--- config.mk ---
export PLATFORM = sky130hd
export DESIGN_NAME = cpu_stack_ctl
export DESIGN_NICKNAME = d
export VERILOG_FILES = /design/src/rtl/cpu_stack_ctl_pkg.sv /design/src/rtl/cpu_stack_ctl.sv
export SDC_FILE = /design/constraint.sdc
export NUM_CORES = 1
export LEC_CHECK = 0
export ABC_AREA = 1
export BUFFER_PORTS_ARGS = -buffer_cell sky130_fd_sc_hd__buf_2
export CAP_MARGIN = 20
export CORE_MARGIN = 1.5
export CORE_UTILIZATION = 54
export DETAILED_ROUTE_END_ITERATION = 10
export GPL_ROUTABILITY_DRIVEN = 0
export PLACE_DENSITY_LB_ADDON = 0.1
export SLEW_MARGIN = 30
export SYNTH_ARGS = -nofsm -noshare
export SYNTH_HDL_FRONTEND = slang
export SYNTH_SLANG_ARGS = --single-unit
--- constraint.sdc ---
create_clock -name clk -period 6.9 [get_ports clk]
set_input_delay 1.035 -clock clk [delete_from_list [all_inputs] [get_ports clk]]
set_output_delay 1.035 -clock clk [all_outputs]
set_load 0.01 [all_outputs]
--- src/rtl/cpu_stack_ctl_pkg.sv ---
// Shared constants and types for the operand-stack controller.
//   STK_DATA_W : tagged stack word width ({type, 32b value})
//   STK_POP_W  : width of the stage-4 pop count
//   stk_state_e: spill/fill FSM states
package cpu_stack_ctl_pkg;
  localparam int STK_DATA_W = 35;
  localparam int STK_POP_W  = 11;

  typedef enum logic [1:0] {
    S_IDLE     = 2'd0,
    S_FILL_RD  = 2'd1,
    S_FILL_CAP = 2'd2
  } stk_state_e;
endpackage

--- src/rtl/cpu_stack_ctl.sv ---
// Operand-stack controller. Applies each stage-4 pop/push pair, caching the
// top two entries (TOS/NOS) in flops and spilling/filling deeper entries to
// an external 1RW RAM. Stalls upstream while the cache is being refilled.
//   clk, rst_b        : clock, async active-low reset
//   st__valid_4a      : stage-4 op present
//   st__to_pop_4a     : entries to pop (applied first)
//   st__push_4a/_to_push_4a : push one word after the pop
//   st__stall         : op not accepted this cycle
//   st__tos/st__nos   : cached top / next entries
//   st__depth         : total entries (RAM + cache)
//   st__err_under/over: sticky underflow / overflow flags
//   ram_*             : external stack RAM port
module cpu_stack_ctl
  import cpu_stack_ctl_pkg::*;
#(
  parameter int ADDR_W = 10,
  parameter int DATA_W = STK_DATA_W
) (
  input  logic                 clk,
  input  logic                 rst_b,
  input  logic                 st__valid_4a,
  input  logic [STK_POP_W-1:0] st__to_pop_4a,
  input  logic                 st__push_4a,
  input  logic [DATA_W-1:0]    st__to_push_4a,
  output logic                 st__stall,
  output logic [DATA_W-1:0]    st__tos,
  output logic [DATA_W-1:0]    st__nos,
  output logic [ADDR_W+1:0]    st__depth,
  output logic                 st__err_under,
  output logic                 st__err_over,
  output logic [ADDR_W-1:0]    ram_addr,
  output logic                 ram_we,
  output logic                 ram_re,
  output logic [DATA_W-1:0]    ram_wdata,
  input  logic [DATA_W-1:0]    ram_rdata
);
  localparam int SP_W    = ADDR_W + 1;
  localparam int DEPTH_W = ADDR_W + 2;
  // compare width wide enough for both the pop count and the depth
  localparam int CW      = ((DEPTH_W > STK_POP_W) ? DEPTH_W : STK_POP_W) + 1;
  localparam logic [SP_W-1:0] SP_FULL = {1'b1, {ADDR_W{1'b0}}};

  stk_state_e        r_state, w_state_nxt;
  logic [SP_W-1:0]   r_sp;
  logic [1:0]        r_cnt;
  logic [DATA_W-1:0] r_tos, r_nos;
  logic              r_err_under, r_err_over;

  logic              w_accept, w_under, w_over, w_spill, w_we, w_re;
  logic [DEPTH_W-1:0] w_depth;
  logic [CW-1:0]     w_pop_c, w_cnt_c, w_depth_c;
  logic [SP_W-1:0]   w_p_sp, w_n_sp, w_f_sp;
  logic [1:0]        w_p_cnt, w_n_cnt, w_f_cnt;
  logic [DATA_W-1:0] w_p_tos, w_p_nos, w_n_tos, w_n_nos;

  // gating with rst_b keeps the RAM strobes quiet while reset is held
  assign w_accept  = rst_b & (r_state == S_IDLE) & st__valid_4a;
  assign w_depth   = DEPTH_W'(r_sp) + DEPTH_W'(r_cnt);
  assign w_pop_c   = CW'(st__to_pop_4a);
  assign w_cnt_c   = CW'(r_cnt);
  assign w_depth_c = CW'(w_depth);

  // pop then push, evaluated against the current cache
  always_comb begin
    w_p_sp  = r_sp;
    w_p_cnt = r_cnt;
    w_p_tos = r_tos;
    w_p_nos = r_nos;
    w_under = 1'b0;
    if (w_pop_c <= w_cnt_c) begin
      if (st__to_pop_4a[1:0] == 2'd1) begin
        w_p_tos = r_nos;
        w_p_nos = '0;
        w_p_cnt = r_cnt - 2'd1;
      end else if (st__to_pop_4a[1:0] == 2'd2) begin
        w_p_tos = '0;
        w_p_nos = '0;
        w_p_cnt = 2'd0;
      end
    end else if (w_pop_c <= w_depth_c) begin
      w_p_sp  = r_sp - SP_W'(w_pop_c - w_cnt_c);
      w_p_cnt = 2'd0;
      w_p_tos = '0;
      w_p_nos = '0;
    end else begin
      w_under = 1'b1;
      w_p_sp  = '0;
      w_p_cnt = 2'd0;
      w_p_tos = '0;
      w_p_nos = '0;
    end

    w_n_sp  = w_p_sp;
    w_n_cnt = w_p_cnt;
    w_n_tos = w_p_tos;
    w_n_nos = w_p_nos;
    w_spill = 1'b0;
    w_over  = 1'b0;
    if (st__push_4a) begin
      if (w_p_cnt < 2'd2) begin
        w_n_nos = w_p_tos;
        w_n_tos = st__to_push_4a;
        w_n_cnt = w_p_cnt + 2'd1;
      end else if (w_p_sp == SP_FULL) begin
        w_over = 1'b1;               // push dropped, nothing moves
      end else begin
        w_spill = 1'b1;              // NOS goes to RAM at sp this cycle
        w_n_sp  = w_p_sp + SP_W'(1);
        w_n_nos = w_p_tos;
        w_n_tos = st__to_push_4a;
      end
    end
  end

  // fill FSM
  always_comb begin
    w_state_nxt = r_state;
    w_f_sp      = r_sp - SP_W'(1);
    w_f_cnt     = r_cnt + 2'd1;
    case (r_state)
      S_IDLE:     if (w_accept && w_n_cnt < 2'd2 && w_n_sp != '0) w_state_nxt = S_FILL_RD;
      S_FILL_RD:  w_state_nxt = S_FILL_CAP;
      S_FILL_CAP: w_state_nxt = (w_f_cnt < 2'd2 && w_f_sp != '0) ? S_FILL_RD : S_IDLE;
      default:    w_state_nxt = S_IDLE;
    endcase
  end

  always_ff @(posedge clk or negedge rst_b) begin
    if (!rst_b) begin
      r_state     <= S_IDLE;
      r_sp        <= '0;
      r_cnt       <= 2'd0;
      r_tos       <= '0;
      r_nos       <= '0;
      r_err_under <= 1'b0;
      r_err_over  <= 1'b0;
    end else begin
      r_state <= w_state_nxt;
      if (w_accept) begin
        r_sp        <= w_n_sp;
        r_cnt       <= w_n_cnt;
        r_tos       <= w_n_tos;
        r_nos       <= w_n_nos;
        r_err_under <= r_err_under | w_under;
        r_err_over  <= r_err_over | w_over;
      end else if (r_state == S_FILL_CAP) begin
        // fill the lowest empty slot
        if (r_cnt == 2'd0) r_tos <= ram_rdata;
        else               r_nos <= ram_rdata;
        r_sp  <= w_f_sp;
        r_cnt <= w_f_cnt;
      end
    end
  end

  assign w_we = w_accept & w_spill;
  assign w_re = (r_state == S_FILL_RD);

  assign st__stall     = (r_state != S_IDLE);
  assign st__tos       = r_tos;
  assign st__nos       = r_nos;
  assign st__depth     = w_depth;
  assign st__err_under = r_err_under;
  assign st__err_over  = r_err_over;
  assign ram_we        = w_we;
  assign ram_re        = w_re;
  assign ram_wdata     = w_we ? r_nos : '0;
  // sp is in 1..2**ADDR_W during a fill, so the low bits minus one is sp-1
  assign ram_addr      = w_we ? r_sp[ADDR_W-1:0]
                       : (w_re ? r_sp[ADDR_W-1:0] - ADDR_W'(1) : '0);
endmodule

; Word-level counts from Yosys, hierarchy flattened
; Index checks and enable logic that the tools add are counted.
[word_totals]
ff_bits = 87
input_bits = 85
output_inout_bits = 132
elab_cells = 91
[op_classes]
n_addsub = 9
magnitude_cmp = 5
eq_ne = 7
muxes = 46
bitwise = 5
n_reduce_logical = 12
[ops]
columns = operator, count
row1 = 2-to-1 mux 35 bit, 19
row2 = 2-to-1 mux 11 bit, 7
row3 = nonzero test 11 bit, 2
row4 = 2-to-1 mux 10 bit, 2
row5 = 2-to-1 mux 2 bit, 8
row6 = adder 11 x 2 -> 12 bit, 1
row7 = <= comparator 11 x 12 -> 1 bit, 1
row8 = "adder 11 x 1 -> 11 bit, second input constant", 1
row9 = "equality test 11 bit, second input constant", 1
row10 = <= comparator 11 x 2 -> 1 bit, 1
row11 = "subtractor 11 x 1 -> 11 bit, second input constant", 1
row12 = subtractor 11 bit, 1
row13 = subtractor 11 x 2 -> 11 bit, 1
row14 = "subtractor 10 x 1 -> 10 bit, second input constant", 1
row15 = 2-to-1 mux 1 bit, 9
row16 = "< comparator 2 bit, second input constant", 3
row17 = one-hot mux 2 bit (3 select lines), 1
row18 = nonzero test 2 bit, 3
row19 = "adder 2 x 1 -> 2 bit, second input constant", 2
row20 = "equality test 2 x 1 -> 1 bit, second input constant", 2
row21 = "equality test 2 bit, second input constant", 2
row22 = logical NOT 2 bit, 2
row23 = AND reduction 2 bit, 2
row24 = AND 1 bit, 3
row25 = 5 further kinds, 8

; Longest topological paths before layout
[depth]
ltp_word = 12
ltp_mapped = 36
depth_no_buf = 35

; Worst setup path after synthesis
; Ideal clock, no wire load.
[synth_path]
path_type = register to output
start = reg r_sp[0]
end = out ram_addr[6]
t_arrival_ps = 4418
required_ps = 5865
slack_ps = 1447
stages_incl_launch_ff = 30
n_path_buf = 2
cell_sequence = dfrtp_1 ha_1 inv_1 fa_1 or2_2 or2_2 nor3_1 nand3_1 xor2_1 ha_1 and3_1 nand2_1 inv_2 nand4_2 nand2_4 buf_8 nand2_1 nand2_1 inv_1 ha_1 inv_1 nor2_1 nand2_1 nor2_1 nand3_1 nand2_1 nor2_2 inv_2 buf_2 o21ai_1
[synth_via]
elab_chain_cells = 10
elab_cells_between_ends = 13
classes_between = add/sub (3) / order compare (1) / eq/ne (1) / mux (7) / bitwise (1)
[synth_rtl]
columns = item, line_no
row1 = from (decl), cpu_stack_ctl.sv:44  ; logic [SP_W-1:0] r_sp;
row2 = from (signal assigned), cpu_stack_ctl.sv:140  ; r_sp <= w_n_sp;
row3 = from (signal assigned), cpu_stack_ctl.sv:150  ; r_sp <= w_f_sp;
row4 = adder 11 x 2 -> 12 bit, cpu_stack_ctl.sv:58  ; assign w_depth = DEPTH_W'(r_sp) + DEPTH_W'(r_cnt);
row5 = <= comparator 11 x 12 -> 1 bit, cpu_stack_ctl.sv:80  ; end else if (w_pop_c <= w_depth_c) begin
row6 = 2-to-1 mux 11 bit, cpu_stack_ctl.sv:80
row7 = 2-to-1 mux 11 bit *, cpu_stack_ctl.sv:70  ; if (w_pop_c <= w_cnt_c) begin
row8 = equality test 11 bit *, cpu_stack_ctl.sv:104  ; end else if (w_p_sp == SP_FULL) begin
row9 = 2-to-1 mux 1 bit *, cpu_stack_ctl.sv:104
row10 = 2-to-1 mux 1 bit *, cpu_stack_ctl.sv:100  ; if (w_p_cnt < 2'd2) begin
row11 = 2-to-1 mux 1 bit *, cpu_stack_ctl.sv:99  ; if (st__push_4a) begin
row12 = AND 1 bit *, cpu_stack_ctl.sv:156  ; assign w_we = w_accept & w_spill;
row13 = net ram_we, cpu_stack_ctl.sv:32  ; output logic ram_we,
row14 = 2-to-1 mux 10 bit *, cpu_stack_ctl.sv:169  ; assign ram_addr = w_we ? r_sp[ADDR_W-1:0]
row15 = to (decl), cpu_stack_ctl.sv:31  ; output logic [ADDR_W-1:0] ram_addr,
; Mark *: on every way through the listed nets, which the timed path passes. The rest lies on a longest branch.

; Worst setup path after layout
[layout_path]
start = reg r_sp[0]
end = out ram_wdata[32]
[layout_via]
elab_chain_cells = 10
elab_cells_between_ends = 11
classes_between = add/sub (2) / order compare (1) / eq/ne (1) / mux (6) / bitwise (1)
[layout_rtl]
columns = item, line_no
row1 = adder 11 x 2 -> 12 bit, cpu_stack_ctl.sv:58
row2 = <= comparator 11 x 12 -> 1 bit, cpu_stack_ctl.sv:80
row3 = 2-to-1 mux 11 bit, cpu_stack_ctl.sv:80
row4 = 2-to-1 mux 11 bit *, cpu_stack_ctl.sv:70
row5 = equality test 11 bit *, cpu_stack_ctl.sv:104
row6 = 2-to-1 mux 1 bit *, cpu_stack_ctl.sv:104
row7 = 2-to-1 mux 1 bit *, cpu_stack_ctl.sv:100
row8 = 2-to-1 mux 1 bit *, cpu_stack_ctl.sv:99
row9 = AND 1 bit *, cpu_stack_ctl.sv:156
row10 = 2-to-1 mux 35 bit *, cpu_stack_ctl.sv:167  ; assign ram_wdata = w_we ? r_nos : '0;
row11 = to (decl), cpu_stack_ctl.sv:34  ; output logic [DATA_W-1:0] ram_wdata,
; Every way passes the cells marked *; elsewhere a longest branch is shown, timed or not.

==> impl_metrics.py <==
metrics = {
    "run_status": {
        "status": "completed",
    },
    "logic_synthesis": {
        "yosys_warnings": 0,
        "synth_top_area_share_pct": 28.1,
        "yosysMostFrequentCell": "nand2_1",
        "avgSynthCellArea_um2": 6.64,
        "synthFlopType": "dfrtp_1",
        "async_reset_ff_share_pct": 100,
        "syn-instance-count": 1167,
        "syn-num-nets": 1295,
        "synth_cell_types": 49,
        "ys_seq_area_share_pct": 28.1,
        "yosys_register_bits": 87,
        "synth_edf_count": 0,
        "syn_area_um2": 7750,
        "synth_common_cells": "nand2_1 (269), nor2_1 (155), inv_1 (124), dfrtp_1 (87), o21ai_0 (76)",
        "yosys-top-cells-area": "dfrtp_1 (28%), nand2_1 (13%), nor2_1 (7.5%), ha_1 (6.5%), inv_1 (6.0%)",
        "synth_top_area_cell": "dfrtp_1",
    },
    "cts": {
        "htreeDepth": 3,
        "cts_hold_buf": 0,
        "clock_sinks": 87,
        "cts_setup_buffers": 0,
        "path_clk_slew_ns": 0.07,
        "cts_tree": "done",
        "cts_buffers": 9,
        "clockRootBuffer": "clkbuf_16",
        "insertion_delay_ns": 0.35,
        "ctsLongestPathBuffers": 2,
    },
    "sta": {
        "skew_ns": 0.0145,
        "worst_pin_slew_ns": 0.895,
        "max_slew_margin_pct": 40.4,
        "fmax_mhz": 155,
        "rsz0062_at_grt": "no",
        "min_period_over_period_pct": 93.7,
        "finalSetupViolCount": 0,
        "setup_tns_ns": 0,
        "maxSlewViolCount": 0,
        "hold_viol_final": 0,
        "min_period_ns": 6.46,
    },
    "min_path": {
        "hold_class": "flip-flop to flip-flop",
        "holdPathEnd": "st__err_over",
        "holdPathStages": 1,
        "min_from": "st__err_over",
    },
    "drt": {
        "drtIter0Drc": 905,
        "drt_wl_total_um": 25700,
        "drc_errors": 0,
        "num_vias": 8886,
        "drtAntennaViolNets": 0,
        "drt_pass1_iterations": 5,
        "wl_per_cell_um": 16.9,
        "viasPerCell": 5.83,
    },
    "setup_path": {
        "slowest_stage": "dfrtp_1",
        "r2r_slack_ns": 1.10,
        "start_kind": "flip-flop",
        "crit_path_end_kind": "output pin",
        "cp_common_cell": "nand2_1",
        "crit_required_ns": 5.86,
        "reg2reg_depth": 27,
        "critical_path.max_fanout": 34,
        "r2r-end": "st__nos[32]",
        "r2r-start": "r_sp[0]",
        "critPathKind": "flip-flop to output pin",
        "worstPathArrival_ns": 5.43,
        "slowest_delay_ns": 0.46,
    },
    "die": {
        "dieArea_um2": 15100,
        "initial_core_util_pct": 55.6,
        "num_io_pins": 217,
        "core-area_um2": 13900,
        "placementRows": 43,
        "die_y_um": 123,
        "die_w_um": 123,
    },
    "cells_and_area": {
        "postLayoutCoreUtil_pct": 65.8,
        "nFillCells": 1314,
        "final_layout_size_suffix_gt1_share_pct": 21.3,
        "ff_latch_area_um2": 2180,
        "multiInputGateArea_um2": 4750,
        "syn_to_final_growth_pct": 18.2,
        "layout.nets": 1465,
    },
    "global_routing": {
        "grt_pass1_vias": 7803,
        "grt_pass1_wl_um": 39800,
        "top_usage_layer": "met2",
        "grt_max_degree": 76,
        "use_met1_pct": 45.6,
        "antenna_found_initial": 1,
        "use_met3_pct": 8.27,
        "gr-usage-all-layers_pct": 33.8,
        "grt_overflow_total": 0,
        "use_met2_pct": 53.0,
    },
    "placement": {
        "portBuffers": 216,
        "dpl.hpwl_um": 18300,
    },
    "pwr": {
        "vdd_drop_max_mv": 0.190,
        "power_density_nw_per_um2": 434,
        "p_total_mw": 3.97,
        "leakagePower_nw": 4.68,
    },
    "flow_run": {
        "maxCapViolCount": 0,
    },
}
area by class of cell:
type | instances | area share, %
Clock inverter | 6 | 0.983
Tap cell | 180 | 2.46
Antenna cell | 2 | 0.0546
Clock buffer | 10 | 2.61
Inverter | 132 | 5.49
Timing Repair Buffer | 228 | 12.9
Sequential cell | 87 | 23.8
Multi-Input combinational cell | 879 | 51.8
cell families after synthesis:
logic type | after synthesis | share of synthesized area (%)
buf+inv | 201 | 11.1
xor+xnor | 23 | 2.60
simple gates | 531 | 28.9
flops | 87 | 28.1
fa+ha+maj | 43 | 7.23
compound gates | 282 | 22.1
flip-flops by register name (all words and copies together), names as in the netlist:
name / count
r_state: 2
st__nos: 35
st__err_under: 1
r_cnt: 2
st__tos: 35
st__err_over: 1
r_sp: 11
metal layers:
layer  vias up  routed length, µm
met5         -                  0
met4         0                598
met3        57               2750
met2       556              11600
met1      4019              10800
li1       4254                  -
stage by stage:
stage / std cells / cell area (µm²) / setup slack, ns / hold slack, ns
after detailed placement: 1506 / 8820 / 0.710 / 0.461
after global routing: 1522 / 9160 / 0.00867 / 0.527
after floorplan: 1167 / 7750 / 1.45 / 0.513
final: 1524 / 9170 / 0.437 / 0.479
after global placement: 1506 / 8820 / 0.909 / 0.459
after CTS: 1522 / 9150 / 0.285 / 0.485
repair_timing:
item | in CTS | in global routing
hold endpoints to repair | 0 | 0
gates resized for setup | 0 | 3
endpoints found under the setup margin | 0 | 34
worst max-delay path by stage:
| stage | from | to | slack, ns | depth (start not counted) |
|---|---|---|---|---|
| floorplan | r_sp[0] | ram_addr[6] | 1.45 | 29 |
| global placement | r_sp[0] | ram_wdata[9] | 0.91 | 30 |
| detailed placement | r_sp[0] | ram_wdata[5] | 0.71 | 30 |
| CTS | r_sp[0] | ram_wdata[5] | 0.29 | 30 |
| global route | r_sp[0] | ram_wdata[23] | 0.009 | 30 |
| finish | r_sp[0] | ram_wdata[32] | 0.44 | 30 |
where the power goes:
group | internal [mW] | leakage, nW | switching (mW)
sequential | 0.755 | 1.01 | 0.244
combinational | 0.850 | 3.51 | 1.57
clock | 0.330 | 0.159 | 0.227
worst max-delay path: cells and delay by family, from the launching register on:
kind,cells,cell delay (ns)
simple gates,18,2.50
buf+inv,7,0.83
fa+ha+maj,4,1.08
flops,1,0.46
xor+xnor,1,0.19
cell usage in the layout, fill, tap and decap left out, types with 15 or more instances in the layout:
master	n
nand2_1	267
buf_2	215
nor2_1	154
inv_1	124
dfrtp_1	87
o21ai_0	76
a31oi_1	54
nand3_1	51
a21oi_1	41
ha_1	40
o21ai_1	33
xor2_1	18
o2111ai_1	16
o211ai_1	15
Power figures use the tool's default switching activity.
